--- config.mk ---
export PLATFORM = sky130hd
export DESIGN_NAME = word_negate_seq
export DESIGN_NICKNAME = d
export VERILOG_FILES = /design/src/rtl/alu_pkg.sv /design/src/rtl/word_negate_seq_xor_chunk_add.sv /design/src/rtl/word_negate_seq.sv
export SDC_FILE = /design/constraint.sdc
export NUM_CORES = 1
export LEC_CHECK = 0
export CAP_MARGIN = 25
export CORE_ASPECT_RATIO = 0.5
export CORE_UTILIZATION = 32
export DETAILED_ROUTE_END_ITERATION = 16
export SLEW_MARGIN = 10
export SYNTH_ARGS = -nofsm -noshare
export SYNTH_HDL_FRONTEND = slang
export SYNTH_HIERARCHICAL = 1
export SYNTH_SLANG_ARGS = --single-unit
--- constraint.sdc ---
create_clock -name clk -period 2.7 [get_ports clk]
set_input_delay 0.405 -clock clk [delete_from_list [all_inputs] [get_ports clk]]
set_output_delay 0.405 -clock clk [all_outputs]
set_load 0.01 [all_outputs]
--- src/rtl/alu_pkg.sv ---
// alu_pkg: shared ALU mode constants and conditional-invert sequencer state encoding.
package alu_pkg;
  localparam logic [1:0] MODE_PASS = 2'b00;
  localparam logic [1:0] MODE_INV  = 2'b01;
  localparam logic [1:0] MODE_NEG  = 2'b10;
  localparam logic [1:0] MODE_ABS  = 2'b11;
  typedef enum logic [1:0] {IDLE, RUN, DONE} state_t;
endpackage

--- src/rtl/word_negate_seq_xor_chunk_add.sv ---
// xor_chunk_add: one CHUNK-bit slice of (chunk ^ {CHUNK{inv}}) + cin with carry out.
module xor_chunk_add #(
  parameter int CHUNK = 4
) (
  input  logic [CHUNK-1:0] chunk,
  input  logic             inv,
  input  logic             cin,
  output logic [CHUNK-1:0] sum,
  output logic             cout
);
  assign {cout, sum} = {1'b0, chunk ^ {CHUNK{inv}}} + (CHUNK+1)'(cin);
endmodule

--- src/rtl/word_negate_seq.sv ---
// word_negate_seq: chunk-serial pass/invert/negate/abs of a W-bit operand, LSB chunk first.
// Optional NEG_SAT_EN saturates an overflowing negate/abs to the largest positive value.
module word_negate_seq
  import alu_pkg::*;
#(
  parameter int W     = 16,
  parameter int CHUNK = 4
) (
  input  logic         clk,
  input  logic         rst_b,
  input  logic         start,
  input  logic [1:0]   mode,
  input  logic [W-1:0] x,
  output logic         busy,
  output logic         done,
  output logic [W-1:0] z,
  output logic         ovf
);
  localparam int N  = W / CHUNK;
  localparam int CW = N > 1 ? $clog2(N) : 1;
  state_t           state, state_n;
  logic [W-1:0]     x_r, z_n;
  logic [1:0]       mode_r;
  logic [CW-1:0]    cnt;
  logic [CHUNK-1:0] sum;
  logic             inv, carry, cout, accept, last, neg_x, ovf_n;
  assign accept = start && state != RUN;
  assign last   = cnt == CW'(N - 1);
  assign neg_x  = mode == MODE_NEG || (mode == MODE_ABS && x[W-1]);
  xor_chunk_add #(.CHUNK(CHUNK)) u_add (
    .chunk(x_r[cnt*CHUNK +: CHUNK]),
    .inv  (inv),
    .cin  (carry),
    .sum  (sum),
    .cout (cout)
  );
  always_ff @(posedge clk or negedge rst_b)
    if (!rst_b) state <= IDLE;
    else state <= state_n;
  always_comb begin
    state_n = state;
    case (state)
      IDLE:    state_n = start ? RUN : IDLE;
      RUN:     state_n = last ? DONE : RUN;
      DONE:    state_n = start ? RUN : IDLE;
      default: state_n = IDLE;
    endcase
  end
  always_comb begin
    busy = state == RUN;
    done = state == DONE;
  end
  // Overflow is judged on the final sign bit, produced by the MSB chunk at the last edge.
  assign ovf_n = (mode_r == MODE_NEG || mode_r == MODE_ABS) && x_r[W-1] && sum[CHUNK-1];
  always_comb begin
    z_n = z;
    z_n[cnt*CHUNK +: CHUNK] = sum;
`ifdef NEG_SAT_EN
    z_n = last && ovf_n ? {1'b0, {(W-1){1'b1}}} : z_n;
`endif
  end
  always_ff @(posedge clk or negedge rst_b)
    if (!rst_b) begin
      x_r    <= '0;
      mode_r <= MODE_PASS;
      inv    <= 1'b0;
      carry  <= 1'b0;
      cnt    <= '0;
      z      <= '0;
      ovf    <= 1'b0;
    end else if (accept) begin
      x_r    <= x;
      mode_r <= mode;
      inv    <= neg_x || mode == MODE_INV;
      carry  <= neg_x;
      cnt    <= '0;
      z      <= '0;
      ovf    <= 1'b0;
    end else if (state == RUN) begin
      z     <= z_n;
      carry <= cout;
      cnt   <= cnt + 1'b1;
      ovf   <= last && ovf_n;
    end
endmodule

=== Yosys cells after proc, flatten, opt, wreduce, memory -nomap -nowiden ===
Cells that the tools add are included.
W data, S select, Z words.

* Flip-flop bits (word level): 41
* Word-level logic and storage cells: 47
* Memory bits (read-only): 0
* Memories: 0
* Bits in latches: 0
* Output and inout port bits: 19
* Memory bits (writable): 0

* Shift operators: 3
* $lt $le $gt $ge: 0
* Eq/ne operators: 9
* $add $sub $neg: 3
* Divide/modulo/power cells: 0
* Multiplexer cells: 12
* Bitwise logic cells: 1
* Reduce and logical (&&, ||, !) cells: 11
* Multipliers: 0

{| class="wikitable"
|+ Operator list
! cell !! number
|-
| $neg A4 Y34 || 1
|-
| $shift A4 B34 Y16 const A || 1
|-
| $shiftx A4 B34 Y16 || 1
|-
| $mux W16 || 2
|-
| $bwmux W16 || 1
|-
| $shiftx A16 B5 Y4 || 1
|-
| $eq A2 B2 Y1 const B || 6
|-
| $mux W2 || 3
|-
| $add A4 B1 Y5 || 1
|-
| $logic_and A1 B1 Y1 || 5
|-
| $mux W1 || 5
|-
| $eq A2 B1 Y1 const B || 2
|-
| $pmux W2 S2 || 1
|-
| $xor A4 B4 Y4 || 1
|-
| $logic_or A1 B1 Y1 || 3
|-
| $add A2 B1 Y2 const B || 1
|-
| $logic_not A2 Y1 || 1
|-
| $ne A2 B1 Y1 const B || 1
|-
| $reduce_bool A2 Y1 || 1
|-
| $reduce_or A2 Y1 || 1
|}

=== Longest topological paths before layout ===
Gate-level depths: netlist of run 1.

* Depth after elaboration: 7
* Depth in mapped cells: 10
* Gate-level depth less buffers: 9

=== Hierarchy ===
Netlist of run 1, hierarchy kept.

{| class="wikitable"
|+ Modules (own cells, without submodules)
! module !! times used !! cells each !! area each (µm²)
|-
| word_negate_seq || 1 || 123 || 1,781.7
|-
| xor_chunk_add || 1 || 19 || 151.4
|}

=== Worst setup path before layout of run 1 ===
Ideal clock, no wire load.

* Path kind: register to register
* Start: register cnt[0]
* End: register ovf
* Setup time: 0.064 ns
* Stages on the path, launching flop included: 11
* Path slack: 0.411 ns
* Arrival: 2.225 ns
* Buffers on the path: 1
* Cells stage by stage: dfrtp_1 > buf_2 > mux4_2 > xor2_1 > ha_1 > a21oi_2 > or2_1 > o221ai_2 > nand4_1 > nor2_1 > a31o_2

* Longest elaborated chain between the ends: 7

{| class="wikitable"
|+ Ends and longest elaborated chain
! item !! RTL line !! text
|-
| from (decl) || word_negate_seq.sv:24 || <nowiki>logic [CW-1:0] cnt;</nowiki>
|-
| from (signal assigned) || word_negate_seq.sv:82 || <nowiki>cnt <= cnt + 1'b1;</nowiki>
|-
| $shiftx A16 B5 Y4 || word_negate_seq.sv:31 || <nowiki>.chunk(x_r[cnt*CHUNK +: CHUNK]),</nowiki>
|-
| $xor A4 B4 Y4 || word_negate_seq_xor_chunk_add.sv:11 || <nowiki>assign {cout, sum} = {1'b0, chunk ^ {CHUNK{inv}}} + (CHUNK+1)'(cin);</nowiki>
|-
| $add A4 B1 Y5 || word_negate_seq_xor_chunk_add.sv:11 ||
|-
| named net sum[3] || word_negate_seq.sv:25 || <nowiki>logic [CHUNK-1:0] sum;</nowiki>
|-
| $logic_and A1 B1 Y1 || word_negate_seq.sv:54 || <nowiki>assign ovf_n = (mode_r == MODE_NEG || mode_r == MODE_ABS) && x_r[W-1] && sum[CHUNK-1];</nowiki>
|-
| $logic_and A1 B1 Y1 || word_negate_seq.sv:83 || <nowiki>ovf <= last && ovf_n;</nowiki>
|-
| $mux W1 || word_negate_seq.sv:79 || <nowiki>end else if (state == RUN) begin</nowiki>
|-
| $mux W1 || word_negate_seq.sv:71 || <nowiki>end else if (accept) begin</nowiki>
|-
| to (signal assigned) || word_negate_seq.sv:83 ||
|-
| to (decl) || word_negate_seq.sv:17 || <nowiki>output logic ovf</nowiki>
|}

The timed path passes the listed nets, and every way through them passes these cells. The select of a mux whose other input is x is not followed.
A chain may end at the register's enable or synchronous reset.

=== Final worst setup path of run 1 ===
* Start: register cnt[0]
* End: register z[6]

* Longest elaborated chain between the ends: 7

{| class="wikitable"
|+ Ends and longest elaborated chain
! item !! RTL line !! text
|-
| $shiftx A16 B5 Y4 || word_negate_seq.sv:31 ||
|-
| $xor A4 B4 Y4 || word_negate_seq_xor_chunk_add.sv:11 ||
|-
| $add A4 B1 Y5 || word_negate_seq_xor_chunk_add.sv:11 ||
|-
| named net sum[2] || word_negate_seq.sv:25 ||
|-
| $shiftx A4 B34 Y16 || word_negate_seq.sv:57 || <nowiki>z_n[cnt*CHUNK +: CHUNK] = sum;</nowiki>
|-
| $bwmux W16 || word_negate_seq.sv:57 ||
|-
| $mux W16 || word_negate_seq.sv:79 ||
|-
| $mux W16 || word_negate_seq.sv:71 ||
|-
| to (signal assigned) || word_negate_seq.sv:80 || <nowiki>z <= z_n;</nowiki>
|-
| to (decl) || word_negate_seq.sv:16 || <nowiki>output logic [W-1:0] z,</nowiki>
|}

The timed path passes the listed nets, and every way through them passes these cells. The select of a mux whose other input is x is not followed.

==> results of run 1 <==
-- power groups by stage --
| stage | Clock (mW) | Combinational, mW | Sequential [mW] |
|---|---|---|---|
| 6_report | 0.545 | 1.55 | 1.01 |
| 5_1_grt | 0.588 | 1.69 | 1.05 |
| 4_1_cts | 0.560 | 1.56 | 1.02 |
| 3_5_place_dp | 0 | 1.55 | 1.03 |
| 3_3_place_gp | 0 | 1.52 | 1.02 |
| 2_1_floorplan | 0 | 1.09 | 0.992 |
-- cell type report --
class	count	area (um^2)
timing repair buffer	42	408
clock inverter	1	5.00
multi-input combinational	90	855
tap	73	91.3
fill	517	3150
inverter	6	22.5
clock buffer	6	129
sequential	40	1000
-- final timing paths --
kind / start / to / cells after the start
worst max-delay path: cnt[0] / z[6] / 7
worst min-delay path: rst_b / x_r[11] / 1
worst max register to register: cnt[0] / z[6] / 7
worst min register to register: state[0] / state[0] / 1
max in group asynchronous: rst_b / z[7] / 1
min in group clk: state[0] / state[0] / 1
-- flip-flops by register name (all words and copies together), names as in the netlist --
name,flops
carry,1
cnt,2
inv,1
mode_r,1
ovf,1
state,2
x_r,16
z,16
-- synth_stat cells, drive strengths merged --
master	number	area, um^2
dfrtp	40	1000
mux2	18	203
a22o	16	140
ha	7	87.6
buf	6	55.1
inv	6	22.5
nand2	6	30.0
mux2i	4	40.0
mux4	4	90.1
nand2b	4	25.0
a21oi	3	18.8
nor2	3	11.3
nor4	3	46.3
and2	2	12.5
nand3	2	10.0
nor2b	2	12.5
o21ai	2	10.0
o221ai	2	23.8
xnor2	2	17.5
xor2	2	17.5
a21boi	1	7.51
a31o	1	8.76
and4	1	8.76
nand3b	1	7.51
nand4	1	6.26
o21a	1	7.51
o22ai	1	6.26
or2	1	6.26
-- layout by cell type (no fill, tap or decap), types with 2 or more instances in the layout --
cell type | netlist | final
ha_1 | 7 | 7
xor2_1 | 2 | 2
nand3_1 | 2 | 2
a22o_1 | 16 | 16
o21ai_0 | 2 | 2
buf_4 | 0 | 3
mux2i_1 | 4 | 4
dfrtp_1 | 40 | 40
clkbuf_16 | 0 | 5
and2_1 | 2 | 2
nor2_1 | 3 | 3
nand2b_1 | 4 | 4
xnor2_1 | 2 | 2
mux2_2 | 18 | 18
nor2b_1 | 2 | 2
a21oi_1 | 2 | 2
nor4_2 | 2 | 2
nand2_1 | 5 | 5
clkdlybuf4s50_1 | 0 | 38
inv_1 | 5 | 5
mux4_2 | 4 | 4
-- per-layer routing --
layer | track usage | up-vias | share of wire
li1 | - | 609 | -
met1 | 0.187 | 607 | 0.51
met2 | 0.193 | 24 | 0.44
met3 | 0.0383 | 6 | 0.036
met4 | 0.0656 | 0 | 0.017
met5 | 0 | - | 0
-- cells by family (layout without fill, tap and decap cells) --
kind of cell	count (synthesis)	in the layout
buf+inv	12	55
xor+xnor	4	4
flops	40	40
compound gates	27	27
mux	26	26
fa+ha+maj	7	7
simple gates	26	26
-- worst reg2reg max path: stages, from the launching register on --
cell	delay (ns)
dfrtp_1	0.36
buf_4	0.20
mux4_2	0.56
xor2_1	0.17
ha_1	0.23
xnor2_1	0.13
xnor2_1	0.39
a22o_1	0.20
==> impl_metrics.toml, run 1 <==
[run_status]
status = "finished, violations left"
violations = "DRC"

[sta]
maxSlewViolCount = 0
max_freq_ghz = 0.434
setup-violations-final = 0
tightestPinTransition_ns = 0.870
fin_skew_ns = 0.00340
fin_crit_sh = 0.854
slew_headroom = 0.420
fin_hold_ws_ns = 0.241
rsz0062_at_grt = "no"
finalHoldViolCount = 0
setup_tns_ns = 0
period_needed_ns = 2.31
fin_ws_ns = 0.394

[pwr]
p_sw_mw = 1.16
power_mw = 3.11
combPwrFrac = 0.498
clockPowerShare = 0.176
p_per_area_mw_per_mm2 = 1240
switching_share = 0.373
seq_power_share = 0.326
ir_worst_vdd_mv = 0.443
p_int_mw = 1.95
power_leakage_nw = 1.07

[global_route]
grt_pass1_wl_mm = 6.49
track_usage = 0.134
overflow = 0
grt_max_degree = 41
grt_antenna_before_repair = 0
grt_pass1_vias = 1300

[synth]
synth.distinct_cells = 34
ys_seq_area_frac = 0.518
synth_fp_nets = 170
synth-xor-area-share = 0.0181
synth_top_family_by_area = "multiplexers"
synth_warnings = 6
ys_ff_latch = 40
synth_area_mm2 = 0.00193
yosys.area_share.simple = 0.0913
synthAdderAreaFrac = 0.0453
syn_inst = 142
synth.avg_cell_area_um2 = 13.6
synthMuxAreaShare = 0.172
synth_compound_area_frac = 0.115

[floorplanning]
design.core.area_mm2 = 0.00566
start_util = 0.342
dieWidth_um = 112
rows = 19
die_area_mm2 = 0.00637
fp.dieH_um = 57.0
pin_count = 40

[flow_run]
drv_cap = 0

[finish]
design_area_mm2 = 0.00251
diodes = 0
final_core_util = 0.444
syn_to_final_growth_pct = 29.9
num-nets-final = 213
fin_cells = 258
final_layout_size_suffix_gt1_frac = 0.216

[placement]
dpl.hpwl_mm = 2.73
portBuffers = 39
dp_cells = 251
gp_congestion = 0.714
placed_area_mm2 = 0.00238
dp_slack_ns = 0.441

[cts]
cts_resized = 0
postCtsSetupBuffers = 0
cts.sinks = 40
numCtsBuffers = 5
root_buffer = "clkbuf_16"
cts_tree = "built"
cts.clk_slew.worst_paths_ns = 0.05
clk_latency_ns = 0.28
ctsHtreeMaxLevel = 2
cts_hold_buf = 0
clockBufferDepth = 2

[setup_path]
cp_top_family = "XOR/XNOR gates"
required_ns = 2.92
crit_path_end_kind = "flop"
slowest_stage = "mux4_2"
path_buf_inv = 1
critPathLaunchType = "flop"
worstPathMaxFanout = 11
crit_type = "flop to flop"
rrSetupSlack_ns = 0.39
arrival_ns = 2.52
path_cells = "buf_4 -> mux4_2 -> xor2_1 -> ha_1 -> xnor2_1 -> xnor2_1 -> a22o_1"
cpMostUsedCell = "xnor2_1"
critical_path.max_stage_delay_ns = 0.56

[detailed_routing]
drt_pass1_iterations = 12
drc_errors = 2
drtIter0Drc = 39
ant_nets = 0
vias = 1246
wirelength_mm = 3.75
avgViaCountPerCell = 4.83
wire_per_inst_um = 14.5

[worst_hold_path]
hp-class = "primary input to async pin"
No activity file was read; power rests on OpenSTA's default activity.
==> run 2: changes to the inputs <==
Settings changed: CORE_ASPECT_RATIO 0.5 to default.
==> run 2 against run 1 <==
Net effect:
- the flow now finishes without violations
- critical endpoint is now z[10]
- power shrank 4.9%
- sequential cell count is the same
- clock skew grew 0.0030 ns
- cell count shrank 0.39%
- worst hold slack lost 0.0079 ns
- non-clock buffer count is the same
==> impl_metrics.toml, run 2 (same netlist as run 1, synthesis figures left out) <==
[detailed_routing]
met1_length_mm = 1.79
drc_errors = 0
drtIter0Drc = 33
drt_pass1_iterations = 4
wirelength_mm = 3.95
ant_nets = 0
vias = 1284
met3_length_um = 227
highest_layer = "met4"
met2RoutedLength_mm = 1.88
wire_per_inst_um = 15.4
avgViaCountPerCell = 5.00

[floorplanning]
design.core.area_mm2 = 0.00568
start_util = 0.341
pin_count = 40
die_area_mm2 = 0.00636
rows = 27
dieWidth_um = 79.7
fp.dieH_um = 79.7

[pwr]
switching_share = 0.394
p_per_area_mw_per_mm2 = 1200
power_mw = 2.95
p_int_mw = 1.79
ir_worst_vdd_mv = 0.474
combPwrFrac = 0.532
clockPowerShare = 0.126
seq_power_share = 0.343
p_sw_mw = 1.16
power_leakage_nw = 1.04

[finish]
final_cell_mix = "dfrtp_1 (40), clkdlybuf4s50_1 (38), mux2_2 (18)"
regArea_mm2 = 0.00100
num-nets-final = 213
fin_cells = 257
nFillCells = 529
design_area_mm2 = 0.00245
final_core_util = 0.432
multi_input_area_um2 = 855
syn_to_final_growth_pct = 26.9
diodes = 0
mostFrequentLayoutCell = "dfrtp_1"
final_layout_size_suffix_gt1_frac = 0.216
reg_top3 = "x_r x16, z x16"

[placement]
placed_area_mm2 = 0.00238
dp_slack_ns = 0.486
gp_congestion = 0.756
portBuffers = 39
dp_cells = 250
dpl.hpwl_mm = 2.95

[cts]
cts.clk_slew.worst_paths_ns = 0.07
ctsHtreeMaxLevel = 2
numCtsBuffers = 5
clk_latency_ns = 0.29
cts.sinks = 40
cts_tree = "built"
root_buffer = "clkbuf_8"
cts_hold_buf = 0
clockBufferDepth = 2
postCtsSetupBuffers = 0
cts_resized = 0

[setup_path]
startpoint = "cnt[0]"
worstPathMaxFanout = 11
critPathLaunchType = "flop"
r2r_start = "cnt[0]"
path_cells = "buf_4 -> mux4_2 -> xor2_1 -> ha_1 -> xnor2_1 -> xnor2_1 -> a22o_1"
crit_type = "flop to flop"
arrival_ns = 2.47
critical_path.max_stage_delay_ns = 0.57
cp_top_family = "XOR/XNOR gates"
crit_path_end_kind = "flop"
required_ns = 2.93
path_buf_inv = 1
cpMostUsedCell = "xnor2_1"
slowest_stage = "mux4_2"

[global_route]
grt_pass1_vias = 1346
grt_pass1_wl_mm = 6.76
overflow = 0
track_usage = 0.143
grt_antenna_before_repair = 0
grt_max_degree = 41

[sta]
setup_tns_ns = 0
fin_hold_ws_ns = 0.233
period_needed_ns = 2.24
tightestPinTransition_ns = 0.886
max_freq_ghz = 0.447
maxSlewViolCount = 0
fin_skew_ns = 0.00642
slew_headroom = 0.409
fin_crit_sh = 0.829
finalHoldViolCount = 0
fin_ws_ns = 0.461
setup-violations-final = 0
rsz0062_at_grt = "no"

[run_status]
status = "finished clean"

[worst_hold_path]
hp-class = "primary input to async pin"

[flow_run]
drv_cap = 0
[run 2: cell type report]
cell class | instances | share of cell area
flip-flops and latches | 40 | 0.408
multi-input cells | 90 | 0.348
repair buffers | 42 | 0.166
well taps | 72 | 0.0367
clock buffers | 6 | 0.0296
inverters | 6 | 0.00918
clock inverters | 1 | 0.00204
[run 2: power groups by stage]
stage	logic (mW)	clock network, mW	registers [mW]
6_report	1.57	0.371	1.01
4_1_cts	1.57	0.384	1.01
2_1_floorplan	1.09	0	0.992
3_5_place_dp	1.56	0	1.03
3_3_place_gp	1.52	0	1.02
5_1_grt	1.71	0.415	1.05
[run 2: worst register-to-register path, stage by stage (launching register included)]
cell and delay [ns]:
dfrtp_1 0.37, buf_4 0.20, mux4_2 0.57, xor2_1 0.17
ha_1 0.24, xnor2_1 0.14, xnor2_1 0.31, a22o_1 0.19
[run 2: layer usage]
| metal | global-route usage | vias to the layer above |
|---|---|---|
| li1 | - | 604 |
| met1 | 0.176 | 629 |
| met2 | 0.237 | 44 |
| met3 | 0.0446 | 7 |
| met4 | 0.0473 | 0 |
| met5 | 0 | - |
[run 2: path summary, 6_finish.rpt]
path                            cells after the start      to  slack (ns)
min in group clk                                    1    z[4]        0.51
worst max-delay path                                7   z[10]        0.46
worst max register to register                      7   z[10]        0.46
worst min-delay path                                1   z[14]        0.23
worst min register to register                      1    z[4]        0.51
max in group asynchronous                           1  x_r[5]        1.92
